<file path="config.mk">
export PLATFORM = sky130hd
export DESIGN_NAME = enable_ctrl
export DESIGN_NICKNAME = d
export VERILOG_FILES = /design/src/rtl/enable_ctrl.sv
export SDC_FILE = /design/constraint.sdc
export NUM_CORES = 1
export LEC_CHECK = 0
export ABC_AREA = 1
export CAP_MARGIN = 20
export CORE_MARGIN = 2
export CORE_UTILIZATION = 50
export DETAILED_ROUTE_END_ITERATION = 8
export PLACE_DENSITY = 0.76
export SLEW_MARGIN = 20
export SYNTH_ARGS = -nofsm -noshare
export SYNTH_HDL_FRONTEND = slang
export SYNTH_SLANG_ARGS = --single-unit
</file>
<file path="constraint.sdc">
create_clock -name clock -period 1.7 [get_ports clock]
set_input_delay 0.17 -clock clock [delete_from_list [all_inputs] [get_ports clock]]
set_output_delay 0.17 -clock clock [all_outputs]
set_load 0.01 [all_outputs]
</file>
<file path="src/rtl/enable_ctrl.sv">
// rtl/enable_ctrl.sv - run-length enable sequencer for the downstream up-counter
// Optional completed-run counter enabled by defining ENABLE_CTRL_STATUS_EN.
module enable_ctrl #(
    parameter int LEN_W = 8
) (
    input  logic             clock,
    input  logic             resetn,
    input  logic             start,
    input  logic             abort,
    input  logic             repeat_mode,
    input  logic [LEN_W-1:0] run_len,
    input  logic [LEN_W-1:0] gap_len,
    output logic             enable,
    output logic             busy,
    output logic             done,
    output logic             aborted,
    output logic [7:0]       run_count
);

    typedef enum logic [1:0] {
        S_IDLE = 2'd0,
        S_RUN  = 2'd1,
        S_GAP  = 2'd2
    } state_t;

    state_t           state_q, state_d;
    logic [LEN_W-1:0] remain_q, remain_d;
    logic [LEN_W-1:0] len_q, len_d;
    logic [LEN_W-1:0] gap_q, gap_d;
    logic             enable_q, enable_d;
    logic             busy_q, busy_d;
    logic             done_q, done_d;
    logic             aborted_q, aborted_d;
    logic             end_run;
    logic             run_completed;

    always_comb begin
        state_d   = state_q;
        remain_d  = remain_q;
        len_d     = len_q;
        gap_d     = gap_q;
        enable_d  = enable_q;
        busy_d    = busy_q;
        done_d    = 1'b0;
        aborted_d = 1'b0;
        end_run   = 1'b0;

        case (state_q)
            S_IDLE: begin
                enable_d = 1'b0;
                busy_d   = 1'b0;
                if (start) begin
                    if (run_len != '0) begin
                        len_d    = run_len;
                        gap_d    = gap_len;
                        remain_d = run_len;
                        state_d  = S_RUN;
                        enable_d = 1'b1;
                        busy_d   = 1'b1;
                    end else begin
                        done_d = 1'b1;
                    end
                end
            end
            S_RUN: begin
                remain_d = remain_q - LEN_W'(1);
                if (remain_q == LEN_W'(1)) begin
                    // A repeating run always gets at least one low cycle so the counter clears.
                    if ((gap_q != '0) || repeat_mode) begin
                        state_d  = S_GAP;
                        remain_d = (gap_q == '0) ? LEN_W'(1) : gap_q;
                        enable_d = 1'b0;
                    end else begin
                        end_run = 1'b1;
                    end
                end
            end
            S_GAP: begin
                remain_d = remain_q - LEN_W'(1);
                if (remain_q == LEN_W'(1)) begin
                    end_run = 1'b1;
                end
            end
            default: begin
                state_d  = S_IDLE;
                enable_d = 1'b0;
                busy_d   = 1'b0;
            end
        endcase

        if (end_run) begin
            done_d = 1'b1;
            if (repeat_mode) begin
                state_d  = S_RUN;
                remain_d = len_q;
                enable_d = 1'b1;
                busy_d   = 1'b1;
            end else begin
                state_d  = S_IDLE;
                enable_d = 1'b0;
                busy_d   = 1'b0;
            end
        end

        // Abort outranks a coincident end-of-run: no done, no count.
        if (abort && (state_q != S_IDLE)) begin
            state_d   = S_IDLE;
            remain_d  = '0;
            enable_d  = 1'b0;
            busy_d    = 1'b0;
            done_d    = 1'b0;
            aborted_d = 1'b1;
        end
    end

    assign run_completed = done_d && (state_q != S_IDLE);

    always_ff @(posedge clock) begin
        if (!resetn) begin
            state_q   <= S_IDLE;
            remain_q  <= '0;
            len_q     <= '0;
            gap_q     <= '0;
            enable_q  <= 1'b0;
            busy_q    <= 1'b0;
            done_q    <= 1'b0;
            aborted_q <= 1'b0;
        end else begin
            state_q   <= state_d;
            remain_q  <= remain_d;
            len_q     <= len_d;
            gap_q     <= gap_d;
            enable_q  <= enable_d;
            busy_q    <= busy_d;
            done_q    <= done_d;
            aborted_q <= aborted_d;
        end
    end

    assign enable  = enable_q;
    assign busy    = busy_q;
    assign done    = done_q;
    assign aborted = aborted_q;

`ifdef ENABLE_CTRL_STATUS_EN
    logic [7:0] run_count_q, run_count_d;

    always_comb begin
        run_count_d = run_count_q;
        if (run_completed && (run_count_q != 8'hFF)) begin
            run_count_d = run_count_q + 8'd1;
        end
    end

    always_ff @(posedge clock) begin
        if (!resetn) begin
            run_count_q <= 8'd0;
        end else begin
            run_count_q <= run_count_d;
        end
    end

    assign run_count = run_count_q;
`else
    logic unused_run_completed;
    assign unused_run_completed = run_completed;
    assign run_count            = 8'd0;
`endif

endmodule

</file>
==> flow_summary.json <==
{
  "status": "completed",
  "p_seq_frac": 0.239,
  "cp.arrival_ns": 1.85,
  "finalCriticalPeriod_ns": 1.619,
  "pwr-share-clk": 0.138,
  "grt_pass1_wl_um": 9018,
  "comb_power_share": 0.623,
  "overflow": 0,
  "synth_top_area_share": 0.3042,
  "tns_ns": 0,
  "setup.worst_path.end_class": "flop",
  "powerDensity_mw_per_mm2": 1709,
  "antenna_found_initial": 0,
  "netlist_instances": 314,
  "fin_nets": 398,
  "synth_area_leaders": "dfxtp_1, nand2_1, inv_1",
  "power_leakage_uw": 0.001234,
  "drt_iter0_markers": 197,
  "core_area_mm2": 0.003716,
  "fin_ws_ns": 0.08062,
  "grt_max_degree": 13,
  "dr_total_vias": 2166,
  "die_y_um": 66.84,
  "drt-met1-wl_um": 2521,
  "start_util": 0.5313,
  "nFillCells": 339,
  "sw_frac_of_total": 0.4573,
  "gp_congestion": 0.9170,
  "drc": 0,
  "cts_buffer_depth": 2,
  "placed_area_mm2": 0.002435,
  "grt_pass1_vias": 1966,
  "setup_viol": 0,
  "dr.max_layer_used": "met4",
  "skew_ns": 0.006504,
  "portBuffers": 24,
  "cts_inserted_buffers": 5,
  "final_util": 0.6966,
  "ant_nets": 0,
  "synth.cell_area_mm2": 0.001974,
  "diodes": 0,
  "dp_hpwl_um": 4243,
  "crit_path_start_kind": "flop",
  "synth.distinct_cells": 27,
  "die_w_um": 66.84,
  "pre_cts_slack_ns": -0.04180,
  "syn_to_final_growth_pct": 31.12,
  "drive_gt1_frac": 0.1860,
  "timing.max_cap.violations": 0,
  "critPathKind": "reg2reg",
  "finalHoldViolCount": 0,
  "firstDrtPassIters": 5,
  "ys_ff_latch": 30,
  "cts_max_level": 2,
  "track_usage": 0.2699,
  "slew_violations": 0,
  "finalCritPeriodShare": 0.9526,
  "clk-insertion-delay-late_ns": 0.29,
  "clock-sinks": 30,
  "die_area_mm2": 0.004468,
  "fin_area_mm2": 0.002589,
  "dr_wl_met2_um": 2644,
  "ir_worst_vdd_uv": 1032,
  "drt-total-wl_um": 5619,
  "p_int_uw": 2401,
  "yosys.area.top_type": "dfxtp_1",
  "route.met3.wl_um": 348,
  "wl_per_cell_um": 13.41,
  "crit_path_max_fanout": 4,
  "cp_data_required_time_ns": 1.93,
  "cts.clk_slew.worst_paths_ns": 0.07,
  "viasPerCell": 5.169,
  "synth_seq_area_share": 0.3042,
  "hold_slack_ns": 0.4506,
  "cts_tree": "yes",
  "rows": 22,
  "io_pins": 33,
  "fmax_mhz": 617.5,
  "hp-class": "in2reg",
  "avgSynthCellArea_um2": 6.288,
  "yosys_warnings": 0,
  "net-switching-power_uw": 2023,
  "clock_tree.root_cell": "clkbuf_8"
}
## cell families (layout without fill, tap and decap cells)
kind of cell               count (synthesis)  count (layout)  synth area share
and+or+nand+nor                          167             167            0.3752
buffers and inverters                     58             108            0.1337
DFF                                       30              30            0.3042
xor gates and xnor gates                   3               3           0.01331
other                                      1               8          0.001899
adders and majority gates                  7               7           0.04436
AOI/OAI and AO/OA                         48              48            0.1274
## layer usage
layer  global-route usage  vias up
met5                    0        -
met3              0.04054       12
met4              0.08673        0
met2               0.4425       74
li1                     -     1082
met1               0.3619      998
## critical path, stage by stage, from the launching register on
cell	delay, ns
dfxtp_1	0.36
buf_4	0.17
or2_2	0.31
o21ai_0	0.24
nand2_1	0.09
nand2_1	0.07
nand3_1	0.07
nand3_1	0.08
nand2_1	0.06
a21oi_2	0.11
## power groups by stage
stage	logic, µW	registers (µW)	clock network (µW)
5_1_grt	3050	1070	638
4_1_cts	2570	1040	609
6_report	2760	1060	609
3_5_place_dp	2550	1060	0
3_3_place_gp	2510	1060	0
2_1_floorplan	1670	1080	0
## cell usage in the layout (no fill, tap or decap), drive strengths merged
| cell type | synthesis | routed |
|---|---|---|
| a21oi | 26 | 26 |
| buf | 11 | 34 |
| clkbuf | 5 | 7 |
| clkdlybuf4s50 | 0 | 24 |
| clkinv | 3 | 3 |
| clkinvlp | 0 | 1 |
| conb | 1 | 8 |
| dfxtp | 30 | 30 |
| ha | 7 | 7 |
| inv | 39 | 39 |
| nand2 | 100 | 100 |
| nand3 | 27 | 27 |
| nand3b | 1 | 1 |
| nand4 | 3 | 3 |
| nor2 | 34 | 34 |
| nor3 | 1 | 1 |
| o21ai | 22 | 22 |
| or2 | 1 | 1 |
| xor2 | 3 | 3 |
## synthesized netlist by cell type
| master | number |
|---|---|
| xor2_1 | 3 |
| clkbuf_1 | 5 |
| ha_1 | 7 |
| clkinv_1 | 3 |
| nor2_1 | 30 |
| nor2_4 | 2 |
| conb_1 | 1 |
| nand3_1 | 24 |
| nand3_2 | 2 |
| nand2_4 | 2 |
| o21ai_0 | 21 |
| buf_6 | 2 |
| nand2_2 | 3 |
| nand4_1 | 3 |
| a21oi_1 | 23 |
| buf_2 | 1 |
| nor3_1 | 1 |
| or2_2 | 1 |
| dfxtp_1 | 30 |
| nor2_2 | 2 |
| nand2_1 | 95 |
| nand3_4 | 1 |
| buf_4 | 8 |
| inv_1 | 39 |
| nand3b_1 | 1 |
| a21oi_2 | 3 |
| o21ai_1 | 1 |
## metrics by stage
| stage | total power, µW | cells |
|---|---|---|
| floorplan | 2745 | 321 |
| global placement | 3562 | 409 |
| detailed placement | 3602 | 409 |
| CTS | 4221 | 417 |
| global route | 4764 | 419 |
| finish | 4423 | 419 |
## area by class of cell
cell class | count | area [µm²] | area share
sequential | 30 | 600.6 | 0.2320
timing repair buffer | 58 | 499.2 | 0.1928
multi-input combinational | 233 | 1176 | 0.4543
inverter | 42 | 161.4 | 0.06235
clock inverter | 1 | 5.005 | 0.001933
tap | 48 | 60.06 | 0.02320
clock buffer | 7 | 86.33 | 0.03335
## path summary, 6_finish.rpt
check,start,endpoint,slack [ns],cells after the start
setup / recovery,remain_q[4],remain_q[5],0.08,9
hold / removal,abort,aborted,0.45,3
setup reg to reg,remain_q[4],remain_q[5],0.08,9
hold reg to reg,len_q[0],len_q[0],0.47,2
## what timing repair did
item                                    4_1_cts  5_1_grt
hold buffers                                  0        0
resized for setup                             0       18
endpoints found under the setup margin        0       12
buffers inserted                              0        2
## registers in the layout, indices dropped and copies added, names as in the netlist
name / flops
enable: 1
aborted: 1
remain_q: 8
gap_q: 8
busy: 1
state_q: 2
len_q: 8
done: 1
Note: power is estimated with default switching activity, not from simulation.
==> RTL change 1: new RTL, same settings <==
Put one more register stage on the output `aborted`, cleared by the reset. The value now appears one clock later. The other outputs are not delayed to match.
--- a/src/rtl/enable_ctrl.sv
+++ b/src/rtl/enable_ctrl.sv
@@ -140,7 +140,13 @@
     assign enable  = enable_q;
     assign busy    = busy_q;
     assign done    = done_q;
-    assign aborted = aborted_q;
+    always_ff @(posedge clock) begin
+        if (!resetn) begin
+            aborted <= '0;
+        end else begin
+            aborted <= aborted_q;
+        end
+    end
 
 `ifdef ENABLE_CTRL_STATUS_EN
     logic [7:0] run_count_q, run_count_d;
Behaviour: not the same (Yosys sat finds a counterexample within 4 cycles, from zero or initial values and one cycle with resetn low).
==> RTL change 1 against the original RTL <==
Routed wire length decreased by 10%; worst setup slack got worse by 0.027 ns; power increased by 3.7%; synthesized cell count decreased by 8.3%; sequential power increased by 9%; area after synthesis decreased by 3.1%; sequential cell count increased by 1; combinational power decreased by 3%; clock skew decreased by 0.0020 ns; final cell count decreased by 10%; global-route usage decreased by 1.4 points; design area decreased by 5.0%; critical path type unchanged; largest cell class unchanged; highest routed layer unchanged.
==> RTL change 1: results (changes against the original RTL) <==
** Final layout
- The number of multi-input combinational cells in the layout came to 214 (-8.2%).
- The net count reported at finish is 355 (-11%).
- Share of cell area taken by flip-flops and latches :: 25.3% (+2.1 points)
- The ratio of cells with drive above 1 in the final layout is 15.2% (-3.4 points).
- Clock buffers :: 6 (-1)
- Proportion of cell area spent on the clock network :: 4.78% (+1.3 points)
- Relative area of non-clock buffer cells in the final design :: 15.4% (-3.9 points)

** Power and ir drop
- The leakage power came to 1.10 nW (-11%).
- The combinational-cell power consumption is 2.67 mW (-3%).
- Net Switching :: 2.07 mW (+2.6%)

** STA
- The clock tree skew after final layout was 0.00451 ns (-0.00199 ns).
- The post-layout minimum cycle time is 1.65 ns (+0.0268 ns).

** Global route
- Global routing usage on met2 :: 40.3% (-4.0 points)
- Wire length of the first global-routing pass :: 8360 um (-7.3%)
- Number of global-route vias before repair :: 1838 (-6.5%)
- Maximum number of pins on one net before global-route repair :: 20 (+7)

** Hold path
- Min-Delay Path Class :: reg2reg
- Hold Path Cell Cnt :: 2 (-1)

** Placement
- Routability congestion estimate from global placement :: 0.935 (+2.0%)
- Dpl ws :: 0.0209 ns (+0.0627 ns)
- The cell count after placement was 365 (-11%).
- HPWL Detailed :: 3660 um (-14%)

** Detailed routing
- The wire length on met2 came to 2300 um (-13%).
- Via count normalized by instance count :: 5.25 (+1.5%)

** Critical path
- Highest cell delay on the worst timing path :: 0.33 ns (-0.03 ns)
- The worst-case reg-to-reg path depth is 11 (+2).
- The startpoint identified for the worst register-to-register timing path is remain_q[1].
- The endpoint identified for the worst register-to-register timing path is remain_q[7].

** Synthesis
- Distinct cell type count of the synthesized netlist :: 31 (+15%)
- After synthesis, the most frequently instantiated cells are 61 x sky130_fd_sc_hd__nand2_1, 32 x sky130_fd_sc_hd__nor2_1, 31 x sky130_fd_sc_hd__dfxtp_1, 31 x sky130_fd_sc_hd__inv_1, 28 x sky130_fd_sc_hd__nand3_1.
- Sequential element share of the synthesized area :: 32.4% (+2.0 points)

** Status
- Result of the run :: finished, final reports clean
-- RTL change 1: cell count changes after synthesis, moves of 3 or more --
cell	before	now
sky130_fd_sc_hd__clkbuf_1	5	2
sky130_fd_sc_hd__inv_1	39	31
sky130_fd_sc_hd__nand3b_1	1	4
sky130_fd_sc_hd__a21oi_2	3	0
sky130_fd_sc_hd__o21ai_1	1	9
sky130_fd_sc_hd__inv_2	0	4
sky130_fd_sc_hd__nand3_1	24	28
sky130_fd_sc_hd__nand2_1	95	61
-- RTL change 1: worst min-delay path by stage --
| stage | end | slack [ns] |
|---|---|---|
| after floorplan | aborted_q | 0.30 |
| after global placement | aborted | 0.40 |
| after detailed placement | aborted | 0.40 |
| after CTS | aborted | 0.42 |
| after global routing | aborted | 0.45 |
| final | aborted | 0.42 |
-- RTL change 1: repair_timing --
action                     4_1_cts  5_1_grt
pin swaps                        0        4
setup buffers                    0        3
resized for setup                1       16
setup endpoints to repair        1       26
==> RTL change 2: new RTL, config.mk and constraints unchanged <==
Without the edit above. The parameter `LEN_W` goes from 8 to 16.
--- a/src/rtl/enable_ctrl.sv
+++ b/src/rtl/enable_ctrl.sv
@@ -1,7 +1,7 @@
 // rtl/enable_ctrl.sv - run-length enable sequencer for the downstream up-counter
 // Optional completed-run counter enabled by defining ENABLE_CTRL_STATUS_EN.
 module enable_ctrl #(
-    parameter int LEN_W = 8
+    parameter int LEN_W = 16
 ) (
     input  logic             clock,
     input  logic             resetn,
Ports: changed (resized gap_len and run_len); port bits go from 33 to 49. No check against the original RTL was run, so the function may have changed too.
==> RTL change 2 against the original RTL <==
The flow now finishes with violations (DRC, setup timing); area after synthesis grew 66%; worst setup slack lost 0.31 ns; highest routed layer unchanged; final cell count grew 77%; utilization grew 9.9 points; design area grew 95%; routed wire length grew 130%; clock power grew 48%; sequential cell count grew 24; power grew 120%; first-iteration DRC count grew to 2.8 times the old value; sequential power grew 90%; critical path type unchanged.
==> RTL change 2: results (changes against the original RTL) <==
** Status
- Result of the run :: complete, but fails checks
- The final reports fail on DRC, setup timing.

** Final layout
- Sequential cell area :: 1100 um2 (+83%)
- The area growth from synthesis to layout is 54.5%.
- Proportion of cell area spent on the clock network :: 2.18% (-1.4 points)
- Area used by multi-input combinational logic :: 2210 um2 (+88%)
- Relative area of non-clock buffer cells in the final design :: 26.0% (+6.7 points)
- The number of multi-input combinational cells in the layout is 397 (+70%).
- The number of fill cells is 377 (+11%).
- Registers with the highest flip-flop counts :: gap_q (16), len_q (16), remain_q (16)

** Global route
- The via count of the first global-routing pass was 3677 (+87%).
- The global-route wire length before repair is 17400 um (+93%).
- The global-route track usage on met2 was 52.1% (+7.9 points).
- The global-route usage over all layers was 30.2% (+3.2 points).
- The met3 routing resource usage after global routing is 4.09% (+0.032 points).
- Maximum number of pins on one net before global-route repair :: 22 (+9)

** Power and ir drop
- Maximum VDD drop :: 0.00110 V (+6.2%)
- The share of power burned in the clock network was 9.3% (-4.5 points).
- Switching power as a share of total power :: 47.1% (+1.4 points)
- The power share of the sequential group was 20.8% (-3.1 points).
- Leak Pwr :: 2.39 nW (+94%)

** Clock tree
- Sinks on the clock net :: 54 (+80%)
- Number of cells upsized or downsized after cts :: 50 (+50)
- The buffers inserted during post-CTS setup optimization was 8 (+8).
- Clock slew at the register clock pins of the worst setup and hold paths :: 0.11 ns (+0.04 ns)
- Clock Latency Late Sink :: 0.32 ns (+0.03 ns)

** Placement
- The cell count after placement was 713 (+74%).
- The worst-case setup slack after placement is -0.314 ns (-0.272 ns).
- The cell area reported after detailed placement is 4340 um2 (+78%).
- Routability congestion estimate from global placement :: 0.912 (-0.50%)

** Detailed routing
- Met2 Routed Length :: 6000 um (+130%)
- Residual DRC :: 1 (+1)
- The wire length on met1 came to 4630 um (+84%).
- Initial DRT Pass Iterations :: 9 (+4)
- Initial DRC count :: 549 (+180%)
- Total Routed Length :: 12800 um (+130%)
- The via count of the routed design is 4244 (+96%).

** Synthesis
- Main area contributors after synthesis :: sky130_fd_sc_hd__dfxtp_1 33%, sky130_fd_sc_hd__nand2_1 16%, sky130_fd_sc_hd__nor2_1 10%
- Post-synthesis compound-gate area fraction :: 13.5% (+0.76 points)
- The count of different cell masters after synthesis was 30 (+11%).
- Commonest cells in the synthesized netlist :: 142 x sky130_fd_sc_hd__nand2_1, 88 x sky130_fd_sc_hd__nor2_1, 54 x sky130_fd_sc_hd__dfxtp_1
- Sequential element share of the synthesized area :: 33.0% (+2.6 points)
- Average instance area after synthesis :: 6.26 um2 (-0.51%)

** Die
- Core Area :: 6350 um2 (+71%)

** STA
- Setup violators final :: 19 (+19)
- Worst Setup Slack, final :: -0.230 ns (-0.310 ns)
- The clock tree skew after final layout was 0.0108 ns (+0.00434 ns).

** Critical path
- Data arrival at the endpoint of the critical path :: 2.14 ns (+0.29 ns)
- Largest fanout on the critical path :: 6 (+2)
==> RTL change 2: path summary, 6_finish.rpt <==
| check | cells past startpoint | slack, ns | endpoint | startpoint |
|---|---|---|---|---|
| worst min-delay path | 3 | 0.43 | aborted | abort |
| worst max register to register | 9 | -0.23 | remain_q[12] | gap_q[5] |
| worst min register to register | 2 | 0.47 | len_q[4] | len_q[4] |
| worst max-delay path | 9 | -0.23 | remain_q[12] | gap_q[5] |
==> RTL change 2: critical path, cell delays in order, from the launching register on <==
cell	delay, ns
sky130_fd_sc_hd__dfxtp_2	0.34
sky130_fd_sc_hd__nor2_2	0.11
sky130_fd_sc_hd__nand2_2	0.09
sky130_fd_sc_hd__nor2_4	0.15
sky130_fd_sc_hd__nand4_1	0.18
sky130_fd_sc_hd__nand2_2	0.18
sky130_fd_sc_hd__nand4_1	0.19
sky130_fd_sc_hd__buf_2	0.23
sky130_fd_sc_hd__o21ai_0	0.26
sky130_fd_sc_hd__nor2_1	0.09
